==> src/rtl/bcd_bin_conv.sv <==
// bcd_bin_conv: 8-digit packed BCD to unsigned binary, shift-right/subtract-3, 33-cycle latency.
// Define BCD_CHECK_EN to reject non-decimal digits (err=1, bin_out=0, done one cycle after start).
module bcd_bin_conv #(
    parameter int DIGITS = 8
) (
    input  logic                  clk,
    input  logic                  rst_n,
    input  logic                  start,
    input  logic [4*DIGITS-1:0]   bcd_in,
    output logic                  busy,
    output logic                  done,
    output logic [4*DIGITS-1:0]   bin_out,
    output logic                  err
);
    localparam int W = 4 * DIGITS;

    typedef enum logic [1:0] {IDLE, CONV, DONE} state_t;

    state_t         state;
    logic [2*W-1:0] sr;
    logic [2*W-1:0] shifted;
    logic [2*W-1:0] nxt;
    logic [4:0]     cnt;

    assign shifted = sr >> 1;
    assign nxt[W-1:0] = shifted[W-1:0];
    for (genvar d = 0; d < DIGITS; d++) begin : g_dig
        assign nxt[W+4*d +: 4] = (shifted[W+4*d +: 4] >= 4'd8) ? shifted[W+4*d +: 4] - 4'd3
                                                                : shifted[W+4*d +: 4];
    end

`ifdef BCD_CHECK_EN
    logic [DIGITS-1:0] bad_dig;
    logic              bad;
    logic              bad_q;
    for (genvar d = 0; d < DIGITS; d++) begin : g_chk
        assign bad_dig[d] = bcd_in[4*d +: 4] > 4'd9;
    end
    assign bad = |bad_dig;
`else
    assign err = 1'b0;
`endif

    always_ff @(posedge clk or negedge rst_n) begin
        if (!rst_n) begin
            state   <= IDLE;
            sr      <= '0;
            cnt     <= '0;
            busy    <= 1'b0;
            done    <= 1'b0;
            bin_out <= '0;
`ifdef BCD_CHECK_EN
            err     <= 1'b0;
            bad_q   <= 1'b0;
`endif
        end else begin
            done <= 1'b0;
            case (state)
                IDLE: if (start) begin
                    busy <= 1'b1;
                    cnt  <= '0;
`ifdef BCD_CHECK_EN
                    bad_q <= bad;
                    sr    <= bad ? '0 : {bcd_in, {W{1'b0}}};
                    state <= bad ? DONE : CONV;
`else
                    sr    <= {bcd_in, {W{1'b0}}};
                    state <= CONV;
`endif
                end
                CONV: begin
                    sr  <= nxt;
                    cnt <= cnt + 5'd1;
                    if (cnt == 5'd31) state <= DONE;
                end
                default: begin
                    bin_out <= sr[W-1:0];
                    done    <= 1'b1;
                    busy    <= 1'b0;
                    state   <= IDLE;
`ifdef BCD_CHECK_EN
                    err     <= bad_q;
`endif
                end
            endcase
        end
    end
endmodule
==> config.mk <==
export PLATFORM = sky130hd
export DESIGN_NAME = bcd_bin_conv
export DESIGN_NICKNAME = d
export VERILOG_FILES = /design/src/rtl/bcd_bin_conv.sv
export SDC_FILE = /design/constraint.sdc
export NUM_CORES = 1
export LEC_CHECK = 0
export BUFFER_PORTS_ARGS = -buffer_cell sky130_fd_sc_hd__buf_4
export CAP_MARGIN = 20
export CORE_UTILIZATION = 57
export CTS_BUF_LIST = sky130_fd_sc_hd__clkbuf_16
export CTS_CLUSTER_DIAMETER = 100
export DETAILED_ROUTE_END_ITERATION = 12
export GPL_TIMING_DRIVEN = 0
export PLACE_DENSITY = 0.8
export SETUP_SLACK_MARGIN = 0.05
export SYNTH_ARGS = -nofsm -noshare
export SYNTH_HDL_FRONTEND = slang
export SYNTH_SLANG_ARGS = --single-unit
==> constraint.sdc <==
create_clock -name clk -period 2.21 [get_ports clk]
set_clock_uncertainty 0.2 [all_clocks]
set_input_delay 0.442 -clock clk [delete_from_list [all_inputs] [get_ports clk]]
set_output_delay 0.442 -clock clk [all_outputs]
set_load 0.01 [all_outputs]
-- Yosys cells after proc, flatten, opt, wreduce, memory -nomap -nowiden
Index checks and enable logic that the tools add are counted.
- order comparisons: 8
- eq/ne operators: 4
- muxes and demuxes: 18
- bitwise logic cells: 1
- reductions and logical operators: 6
- add/subtract/negate cells: 9
- operators with widths (cell ; count):
    $pmux 64 s2 ; 1
    $mux 64 ; 1
    $mux 4 ; 8
    $ge 4x4->1 const B ; 7
    $sub 4x2->4 const B ; 7
    $pmux 5 s2 ; 1
    $reduce_and 2->1 ; 3
    $add 5x1->5 const B ; 1
    $eq 5x5->1 const B ; 1
    $mux 5 ; 1
    $ge 3x4->1 const B ; 1
    $mux 2 ; 2
    $ne 2x2->1 const B ; 2
    $pmux 2 s2 ; 1
    $sub 3x2->4 const B ; 1
    $eq 2x1->1 const B ; 1
    $logic_not 2->1 ; 1
    $mux 1 ; 2
    $pmux 1 s2 ; 1
    $reduce_bool 2->1 ; 1
    $reduce_or 2->1 ; 1
    $not 1->1 ; 1
- word-level logic and storage cells: 52
- bits in registers: 105
- output and inout bits: 35

-- Logic depth before layout (Yosys ltp)
Gate-level depths: netlist of the first run.
- word-level depth: 3
- mapped depth: 6
- depth with buffers taken out: 5

-- Worst setup path before layout of the first run
OpenSTA, ideal clock, no wires.
- path type: register -> register
- from: register cnt[0]
- to: register cnt[4]
- cell stages (with the launch flop): 5
- required time: 1889 ps
- data arrival time: 1202 ps
- clock period less this slack: 1523 ps
- library setup time: 121 ps
- buffers on the path: 0
- setup slack: 687 ps
- path through: dfrtp_1 -> ha_1 -> and3_1 -> ha_1 -> a22o_1
- cells in the longest elaborated chain, start to end: 2
- RTL lines (element ; RTL line ; RTL):
    start: declaration ; 23 ; logic [4:0] cnt;
    start signal: assignment ; 73 ; cnt <= cnt + 5'd1;
    $add 5x1->5 ; 73 ;
    $pmux 5 s2 ; 58 ; case (state)
No other way between the ends.
A chain may end at the register's enable or synchronous reset.

-- Worst setup path in the final report of the first run
- from: register state[1]
- to: register sr[32]
- cells in the longest elaborated chain, start to end: 3
- elaborated cells on any way between the ends: 6
- classes of those cells: eq/ne: 2; mux: 1; reduce/logical: 3
- RTL lines (element ; RTL line ; RTL):
    start: declaration ; 19 ; state_t state;
    start signal: assignment ; 46 ; state <= IDLE;
    start signal: assignment ; 68 ; state <= CONV;
    start signal: assignment ; 74 ; if (cnt == 5'd31) state <= DONE;
    $eq 2x1->1 or $logic_not 2->1 (tied branches) ; 58 ;
    $reduce_bool 2->1 (no line) or $ne 2x2->1 (tied branches) ; n/a ;
    $reduce_and 2->1 (no line) ; n/a ;
    end signal: assignment ; 67 ; sr <= {bcd_in, {W{1'b0}}};
    end signal: assignment ; 72 ; sr <= nxt;
    end: declaration ; 20 ; logic [2*W-1:0] sr;
Several ways; a longest one is shown, not always the timed one.

==> results of run 1 <==
report_power, final:
part           total, mW  switching, mW  internal (mW)
clock               1.79          0.762           1.03
sequential          3.41          0.688           2.72
combinational       3.00           1.36           1.64
total               8.20           2.81           5.39
state kept, by name (all words and copies together), names as in the netlist:
register	count
sr	64
state	2
cnt	5
busy	1
bin_out	32
done	1
synth_stat cells, types with 10 or more instances:
master	number
a21oi_1	18
a22o_1	34
buf_2	12
buf_4	10
dfrtp_1	105
ha_1	16
inv_1	15
mux2_2	32
nand2_1	20
nor2_1	10
nor2b_1	16
o21ai_0	14
area by class of cell:
cell class / instances / area [sq um]
buffer: 29 / 206
sequential: 105 / 2630
timing repair buffer: 70 / 548
multi-input combinational: 238 / 1910
tap: 105 / 131
clock buffer: 9 / 225
clock inverter: 7 / 121
fill: 594 / 2350
inverter: 16 / 62.6
per-stage QoR:
stage	area, sq um	util, %	total power, mW
2_1_floorplan	4800	-	5.36
3_3_place_gp	5440	66.6	6.18
3_5_place_dp	5470	66.9	6.38
4_1_cts	5830	71.3	8.22
5_1_grt	5830	71.3	8.69
6_report	5830	71.3	8.20
logic make-up after synthesis:
family	after synthesis	synth area share, %
buf+inv	45	5.60
xor+xnor	15	2.74
flops	105	54.7
simple gates	62	7.01
mux	32	7.50
fa+ha+maj	16	4.17
compound gates	112	18.2
other cells	1	0.0781
path summary, 6_finish.rpt:
kind	start	endpoint	slack, ps	cells after the start
hold / removal	bcd_in[26]	sr[58]	170	3
setup / recovery	state[1]	sr[32]	520	4
min in group asynchronous	rst_n	sr[45]	470	2
max in group asynchronous	rst_n	sr[23]	660	3
setup reg to reg	state[1]	sr[32]	520	4
hold reg to reg	sr[61]	sr[61]	300	2
per-layer routing:
metal | vias to the layer above | global-route usage [%] | routed length [um]
met2 | 108 | 43.6 | 5390
met5 | - | 0 | 0
li1 | 1553 | - | -
met4 | 0 | 6.67 | 81
met3 | 7 | 6.55 | 607
met1 | 1723 | 34.9 | 4620
worst max-delay path, cell delays in order, from the launching register on:
cell and delay [ps]:
dfrtp_1 470, buf_6 190, nor2_1 370, nand3b_1 180, o221a_2 160
==> impl_metrics.yaml, run 1 <==
outcome:
  status: "finished, final reports clean"
floorplanning:
  dieArea_sq_um: 8800
  die_h_um: 93.8
  start_util_pct: 58.7
  rows: 33
  die_w_um: 93.8
  boundaryPins: 70
  core_sq_um: 8180
clock_tree:
  clock_path_buffers: 2
  cts_tree: "built"
  ctsHtreeMaxLevel: 3
  cts.sinks: 105
  insertion_delay_ps: 350
  cts_root_buf: "clkbuf_16"
  postCtsSetupBuffers: 0
  ctsResizeCount: 0
  clk_pin_slew_worst_paths_ps: 70
  numCtsBuffers: 9
  cts_hold_buf: 1
yosys:
  synth.largest_area_cell: "dfrtp_1"
  synth_top_cell_area_share_pct: 54.7
  yosys_warnings: 0
  syn_inst: 388
  synth_edf_count: 0
  synth-seq-area-share_pct: 54.7
  syn_area_sq_um: 4800
  synth.distinct_cells: 37
  synthArstFlopShare_pct: 100
  synth_ff_type: "dfrtp_1"
  ys_top_cells_by_area: "dfrtp_1, mux2_2, a22o_1"
  ys_seq_elements: 105
  syn_avg_cell_area_sq_um: 12.4
  syn_nets: 439
timing:
  rsz0062_at_grt: "false"
  fin_crit_ps: 1690
  holdWs_ps: 167
  post-route-period-util_pct: 76.6
  setup_viol: 0
  worst_slew_pin_slew_ps: 671
  hold_viol_final: 0
  fmax_ghz: 0.591
  drv_slew: 0
  relSlewSlack_pct: 55.2
  setup_slack_ps: 518
  finalSetupTns_ps: 0
finish:
  final_common_cell: "dfrtp_1"
  antenna_cells: 0
  area_growth_pct: 21.4
  fin_cells: 579
  final_nets: 520
  mostFrequentLayoutCells: "dfrtp_1, buf_4, a22o_1, mux2_2, nand2_1"
  layout-drive-gt1-share_pct: 32.9
place:
  place_inst: 562
  dp_slack_ps: 461
  dp_hpwl_um: 7100
  port_buffers: 68
  gp_congestion: 0.817
routing:
  post_drt_wl_per_cell_um: 18.5
  post_drt_via_cell_ratio: 5.86
  drc_errors: 0
  dr.pass1.iters: 4
  vias: 3391
  ant_nets: 0
  routed_wl_um: 10700
  drtIter0Drc: 237
grt:
  grt_pass1_wl_um: 17400
  antenna_found_initial: 0
  grt.total_usage_pct: 26.4
  grt-ovfl-total: 0
  grt_pass1_vias: 3425
  grt_max_degree: 57
pwr:
  p_leak_nw: 2.95
  ir_drop_mv: 0.716
  p_per_area_nw_per_um2: 1410
worst_setup_path:
  arrival_ps: 1720
  setup.worst_path.start_class: "flip-flop"
  required_ps: 2240
  critPathMaxFanout: 10
  path_class: "flip-flop to flip-flop"
  end_kind: "flip-flop"
worst_hold_path:
  min_path_type: "input pin to flip-flop"
job:
  maxCapViolations: 0
No activity file was read; power rests on OpenSTA's default activity.
==> inputs of run 2 (changes only) <==
--- a/config.mk
+++ b/config.mk
@@ -5,14 +5,15 @@
 export SDC_FILE = /design/constraint.sdc
 export NUM_CORES = 1
 export LEC_CHECK = 0
+export ABC_AREA = 1
 export BUFFER_PORTS_ARGS = -buffer_cell sky130_fd_sc_hd__buf_4
 export CAP_MARGIN = 20
-export CORE_UTILIZATION = 57
+export CORE_UTILIZATION = 51
 export CTS_BUF_LIST = sky130_fd_sc_hd__clkbuf_16
 export CTS_CLUSTER_DIAMETER = 100
 export DETAILED_ROUTE_END_ITERATION = 12
 export GPL_TIMING_DRIVEN = 0
-export PLACE_DENSITY = 0.8
+export PLACE_DENSITY = 0.75
 export SETUP_SLACK_MARGIN = 0.05
 export SYNTH_ARGS = -nofsm -noshare
 export SYNTH_HDL_FRONTEND = slang
==> constraint.sdc (replaced) <==
create_clock -name clk -period 1.5 [get_ports clk]
set_clock_uncertainty 0.2 [all_clocks]
set_input_delay 0.3 -clock clk [delete_from_list [all_inputs] [get_ports clk]]
set_output_delay 0.3 -clock clk [all_outputs]
set_load 0.01 [all_outputs]
==> run 2 against run 1 <==
Count of clock-buffer cells in the layout is the same. Critical path depth grew 2. Hold slack lost 120 ps. Core utilization shrank 1.7 points. Combinational power grew 94%. Largest cell class unchanged. Largest power group is now combinational logic.
==> impl_metrics.yaml, run 2 <==
floorplanning:
  boundaryPins: 70
  core_sq_um: 9200
  rows: 35
  start_util_pct: 52.4
  dieArea_sq_um: 9840
  die_w_um: 99.2
  die_h_um: 99.2
job:
  maxCapViolations: 0
worst_setup_path:
  worst_path_most_repeated_cell: "nand2_1"
  cp-startpoint: "state[0]"
  slowest_delay_ps: 430
  setup.worst_path.start_class: "flip-flop"
  reg2reg_depth: 6
  end_kind: "flip-flop"
  slowest_stage: "dfrtp_2"
  rr_startpoint: "state[0]"
  critPathMaxFanout: 10
  path_class: "flip-flop to flip-flop"
  arrival_ps: 1530
  required_ps: 1540
  cp_cell_sequence: "inv_2 -> nor2_4 -> buf_4 -> nand2_1 -> nand2_1 -> a21oi_2"
grt:
  grt_pass1_vias: 4105
  grt.total_usage_pct: 25.1
  grt_pass1_wl_um: 19200
  antenna_found_initial: 0
  grt-ovfl-total: 0
  grt_max_degree: 65
finish:
  mostFrequentLayoutCells: "nand2_1, dfrtp_1, buf_4, inv_1, o21ai_0"
  fin_cells: 808
  layout-drive-gt1-share_pct: 25.4
  regMostFlops: "sr"
  final_nets: 743
  area_growth_pct: 32.8
  final_common_cell: "nand2_1"
  largest_reg_flops: 64
  final_cell_area_sq_um: 6400
  antenna_cells: 0
  reg_top3: "sr: 64 flops, bin_out: 32 flops, cnt: 5 flops"
routing:
  vias: 4238
  drc_errors: 0
  drtIter0Drc: 227
  dr.pass1.iters: 5
  routed_wl_um: 12100
  ant_nets: 0
  post_drt_wl_per_cell_um: 15.0
  post_drt_via_cell_ratio: 5.25
worst_hold_path:
  hold_path.startpoint: "bcd_in[13]"
  worstHoldPathCells: 5
  min_path_type: "input pin to flip-flop"
timing:
  rsz0062_at_grt: "true"
  fin_crit_ps: 1490
  post-route-period-util_pct: 99.5
  drv_slew: 0
  fmax_ghz: 0.670
  hold_viol_final: 0
  setup_viol: 0
yosys:
  synth-seq-area-share_pct: 54.5
  synth.distinct_cells: 20
  yosys_warnings: 0
  ys_seq_elements: 105
  syn_nets: 632
  ys_top_cells_by_area: "dfrtp_1, nand2_1, inv_1"
  synth_ff_type: "dfrtp_1"
  synth_edf_count: 0
  synth_common_cells: "nand2_1, dfrtp_1, inv_1"
  synth.largest_area_cell: "dfrtp_1"
  synth.most_common_cell: "nand2_1"
  syn_inst: 581
  synthArstFlopShare_pct: 100
  syn_area_sq_um: 4820
  synth_top_cell_area_share_pct: 54.5
  syn_avg_cell_area_sq_um: 8.30
clock_tree:
  clk_pin_slew_worst_paths_ps: 70
  clock_path_buffers: 2
  cts.sinks: 105
  numCtsBuffers: 9
  cts_root_buf: "clkbuf_16"
  ctsHtreeMaxLevel: 3
  insertion_delay_ps: 350
  cts_tree: "built"
place:
  port_buffers: 67
  gp_congestion: 0.828
  placed_area_sq_um: 5490
  place_inst: 760
  dp_hpwl_um: 7470
pwr:
  ir_drop_mv: 0.845
  p_per_area_nw_per_um2: 2040
  p_leak_nw: 3.35
outcome:
  status: "finished, final reports clean"
==> run 2: cell types whose count changed after synthesis, moves of 8 or more <==
cell,previous run,this run
mux2_2,32,0
nand2_1,20,209
a21oi_1,18,8
o22ai_1,7,32
nand3_1,1,32
xor2_1,8,0
buf_4,10,2
a22o_1,34,0
inv_1,15,76
o21ai_0,14,36
nor2b_1,16,0
==> run 2: cell families after synthesis <==
group,count (synthesis),share of synthesized area (%)
AO/OA/AOI/OAI,85,9.79
adder cells (fa/ha/maj),16,4.15
other,1,0.0778
AND/OR/NAND/NOR,267,22.5
flip-flops,105,54.5
buffers and inverters,107,8.98
==> run 2: worst paths after layout <==
check	endpoint	slack (ps)
setup / recovery	sr[59]	7
hold / removal	sr[45]	40
setup reg to reg	sr[59]	7
hold reg to reg	bin_out[16]	280
max in group asynchronous	sr[41]	210
min in group asynchronous	bin_out[20]	240
==> run 2: cell type report <==
cell class	instances	area, sq um
repair buffers	100	853
clock inverters	7	55.1
clock buffers	9	225
plain buffers	29	290
well taps	111	139
multi-input cells	369	1910
flip-flops and latches	105	2630
fillers	704	2800
inverters	78	298
==> run 2: repair_timing <==
item	CTS	global route
resized for setup	44	66
cloned	2	1
hold endpoints to repair	51	1
pin swaps	4	4
buffers inserted	13	4
hold buffers	11	1
endpoints found under the setup margin	103	154
==> run 2: report_power, final <==
group	leakage, nW	internal, mW	switching [mW]	total (mW)
combinational	1.98	2.60	3.22	5.82
sequential	1.24	4.12	0.857	4.98
clock	0.133	1.14	1.10	2.24
==> run 2: worst max-delay path, delay by kind of cell, from the launching register on <==
family | cells | cell delay, ps
compound gates | 1 | 30
buf+inv | 2 | 320
flops | 1 | 430
simple gates | 3 | 400
==> run 2: per-layer routing <==
| layer | vias up | part of all wire, % | track usage [%] |
|---|---|---|---|
| met2 | 135 | 52 | 44.4 |
| met4 | 0 | 2.2 | 9.84 |
| met5 | - | 0 | 0 |
| met3 | 25 | 4.8 | 3.51 |
| met1 | 2035 | 41 | 31.0 |
| li1 | 2043 | - | - |
==> run 2: through the flow <==
stage                     hold slack, ps  total power [mW]  setup slack, ps  setup TNS (ps)  utilization, %
final                               43.2              13.0             7.36               0            69.6
after global routing                68.7              14.0            -48.5            -404            69.6
after CTS                          0.695              12.5             48.4               0            66.8
after detailed placement             123              9.86             -364          -13160            59.7
after global placement               260              9.58             -363          -28880            59.4
after floorplan                     -196              8.13             56.9               0               -
==> inputs of run 3 (changes only) <==
--- a/config.mk
+++ b/config.mk
@@ -8,12 +8,12 @@
 export ABC_AREA = 1
 export BUFFER_PORTS_ARGS = -buffer_cell sky130_fd_sc_hd__buf_4
 export CAP_MARGIN = 20
-export CORE_UTILIZATION = 51
+export CORE_UTILIZATION = 57
 export CTS_BUF_LIST = sky130_fd_sc_hd__clkbuf_16
 export CTS_CLUSTER_DIAMETER = 100
 export DETAILED_ROUTE_END_ITERATION = 12
 export GPL_TIMING_DRIVEN = 0
-export PLACE_DENSITY = 0.75
+export PLACE_DENSITY = 0.8
 export SETUP_SLACK_MARGIN = 0.05
 export SYNTH_ARGS = -nofsm -noshare
 export SYNTH_HDL_FRONTEND = slang
==> constraint.sdc (replaced) <==
create_clock -name clk -period 1.7 [get_ports clk]
set_clock_uncertainty 0.2 [all_clocks]
set_input_delay 0.34 -clock clk [delete_from_list [all_inputs] [get_ports clk]]
set_output_delay 0.34 -clock clk [all_outputs]
set_load 0.01 [all_outputs]
==> run 3 against run 2 <==
Via count decreased by 3.4%. Clock power decreased by 10%. Sequential power decreased by 12%. Die area decreased by 10%. Final cell count decreased by 4.2%. Core utilization increased by 2.1 points.
==> impl_metrics.yaml, run 3 (synthesized netlist as in run 2, its figures left out) <==
outcome:
  status: "finished, final reports clean"
clock_tree:
  cts_tree: "built"
  insertion_delay_ps: 340
  ctsHtreeMaxLevel: 3
  numCtsBuffers: 9
  clock_path_buffers: 2
  clk_pin_slew_worst_paths_ps: 80
  cts_root_buf: "clkbuf_16"
  cts.sinks: 105
pwr:
  power_mw: 10.9
  p_per_area_nw_per_um2: 1840
  p_leak_nw: 3.16
  ir_drop_mv: 0.720
timing:
  setup_slack_ps: 140
  fin_crit_ps: 1560
  fmax_ghz: 0.641
  drv_slew: 0
  relSlewSlack_pct: 63.7
  rsz0062_at_grt: "true"
  post-route-period-util_pct: 91.8
  worst_slew_pin_slew_ps: 544
  setup_viol: 0
  hold_viol_final: 0
place:
  dp_hpwl_um: 7570
  dp_slack_ps: -214
  gp_congestion: 0.889
  port_buffers: 67
  place_inst: 754
floorplanning:
  boundaryPins: 70
  core_sq_um: 8220
  dieArea_sq_um: 8830
  die_h_um: 94.0
  start_util_pct: 58.7
  die_w_um: 94.0
  rows: 33
finish:
  reg_top3: "sr: 64 flops, bin_out: 32 flops, cnt: 5 flops"
  regMostFlops: "sr"
  mostFrequentLayoutCells: "nand2_1, dfrtp_1, buf_4, inv_1, o21ai_0"
  antenna_cells: 0
  area_growth_pct: 22.2
  layout-drive-gt1-share_pct: 17.8
  final_nets: 715
  largest_reg_flops: 64
  fin_util_pct: 71.7
  fin_cells: 774
  final_common_cell: "nand2_1"
grt:
  grt_pass1_vias: 3983
  grt_max_degree: 68
  grt.total_usage_pct: 27.3
  antenna_found_initial: 0
  grt_pass1_wl_um: 18300
  grt-ovfl-total: 0
worst_setup_path:
  path_class: "flip-flop to flip-flop"
  setup.worst_path.start_class: "flip-flop"
  end_kind: "flip-flop"
  critPathMaxFanout: 10
  arrival_ps: 1600
  required_ps: 1740
routing:
  drtIter0Drc: 216
  drc_errors: 0
  routed_wl_um: 11000
  dr.pass1.iters: 4
  ant_nets: 0
  post_drt_via_cell_ratio: 5.29
  post_drt_wl_per_cell_um: 14.2
  vias: 4094
job:
  maxCapViolations: 0
worst_hold_path:
  min_path_type: "input pin to flip-flop"
==> run 3: report_power, final <==
group | switching (mW) | total [mW] | internal (mW)
registers | 0.752 | 4.38 | 3.63
logic | 2.56 | 4.48 | 1.92
clock network | 0.985 | 2.01 | 1.03
total | 4.29 | 10.9 | 6.57
==> run 3: layout make-up <==
type	count	area, sq um
inverter	78	295
multi-input combinational	369	1770
clock inverter	7	62.6
sequential	105	2630
timing repair buffer	72	563
clock buffer	9	225
buffer	29	215
fill	632	2320
tap	105	131
==> run 3: through the flow <==
step	hold slack (ps)	setup TNS [ps]	cell area (sq um)
final	2.16	0	5890
after global routing	9.35	0	5890
after detailed placement	154	-1850	5480
after floorplan	-156	0	4820
after CTS	0.143	0	5820
after global placement	261	-1810	5450
==> run 3: final timing paths <==
path,depth (start not counted),slack (ps),from,endpoint
setup / recovery,9,140,state[1],sr[53]
hold / removal,3,2,bcd_in[16],sr[48]
setup reg to reg,9,140,state[1],sr[53]
hold reg to reg,2,280,bin_out[8],bin_out[8]
max in group asynchronous,3,290,rst_n,sr[50]
min in group asynchronous,2,320,rst_n,bin_out[22]
==> run 3: layer usage <==
layer	up-vias	global-route usage, %	routed length, um
li1	1987	-	-
met1	1967	35.1	4790
met2	117	46.0	5470
met3	23	4.85	526
met4	0	10.0	235
met5	-	0	0
==> run 3: what timing repair did <==
| item | 4_1_cts | 5_1_grt |
|---|---|---|
| pin swaps | 0 | 1 |
| resized for setup | 16 | 19 |
| endpoints found under the hold margin | 38 | 0 |
| endpoints found under the setup margin | 50 | 64 |
| hold buffers | 1 | 0 |
| setup buffers | 0 | 3 |
==> run 3: critical path: stages (launching register included) <==
cell and delay [ps]:
dfrtp_1 360, clkbuf_4 180, inv_4 100, buf_12 140, nand2_8 80, buf_8 160
nand2_1 60, nand2_1 50, nand2_1 60, nand2_1 50
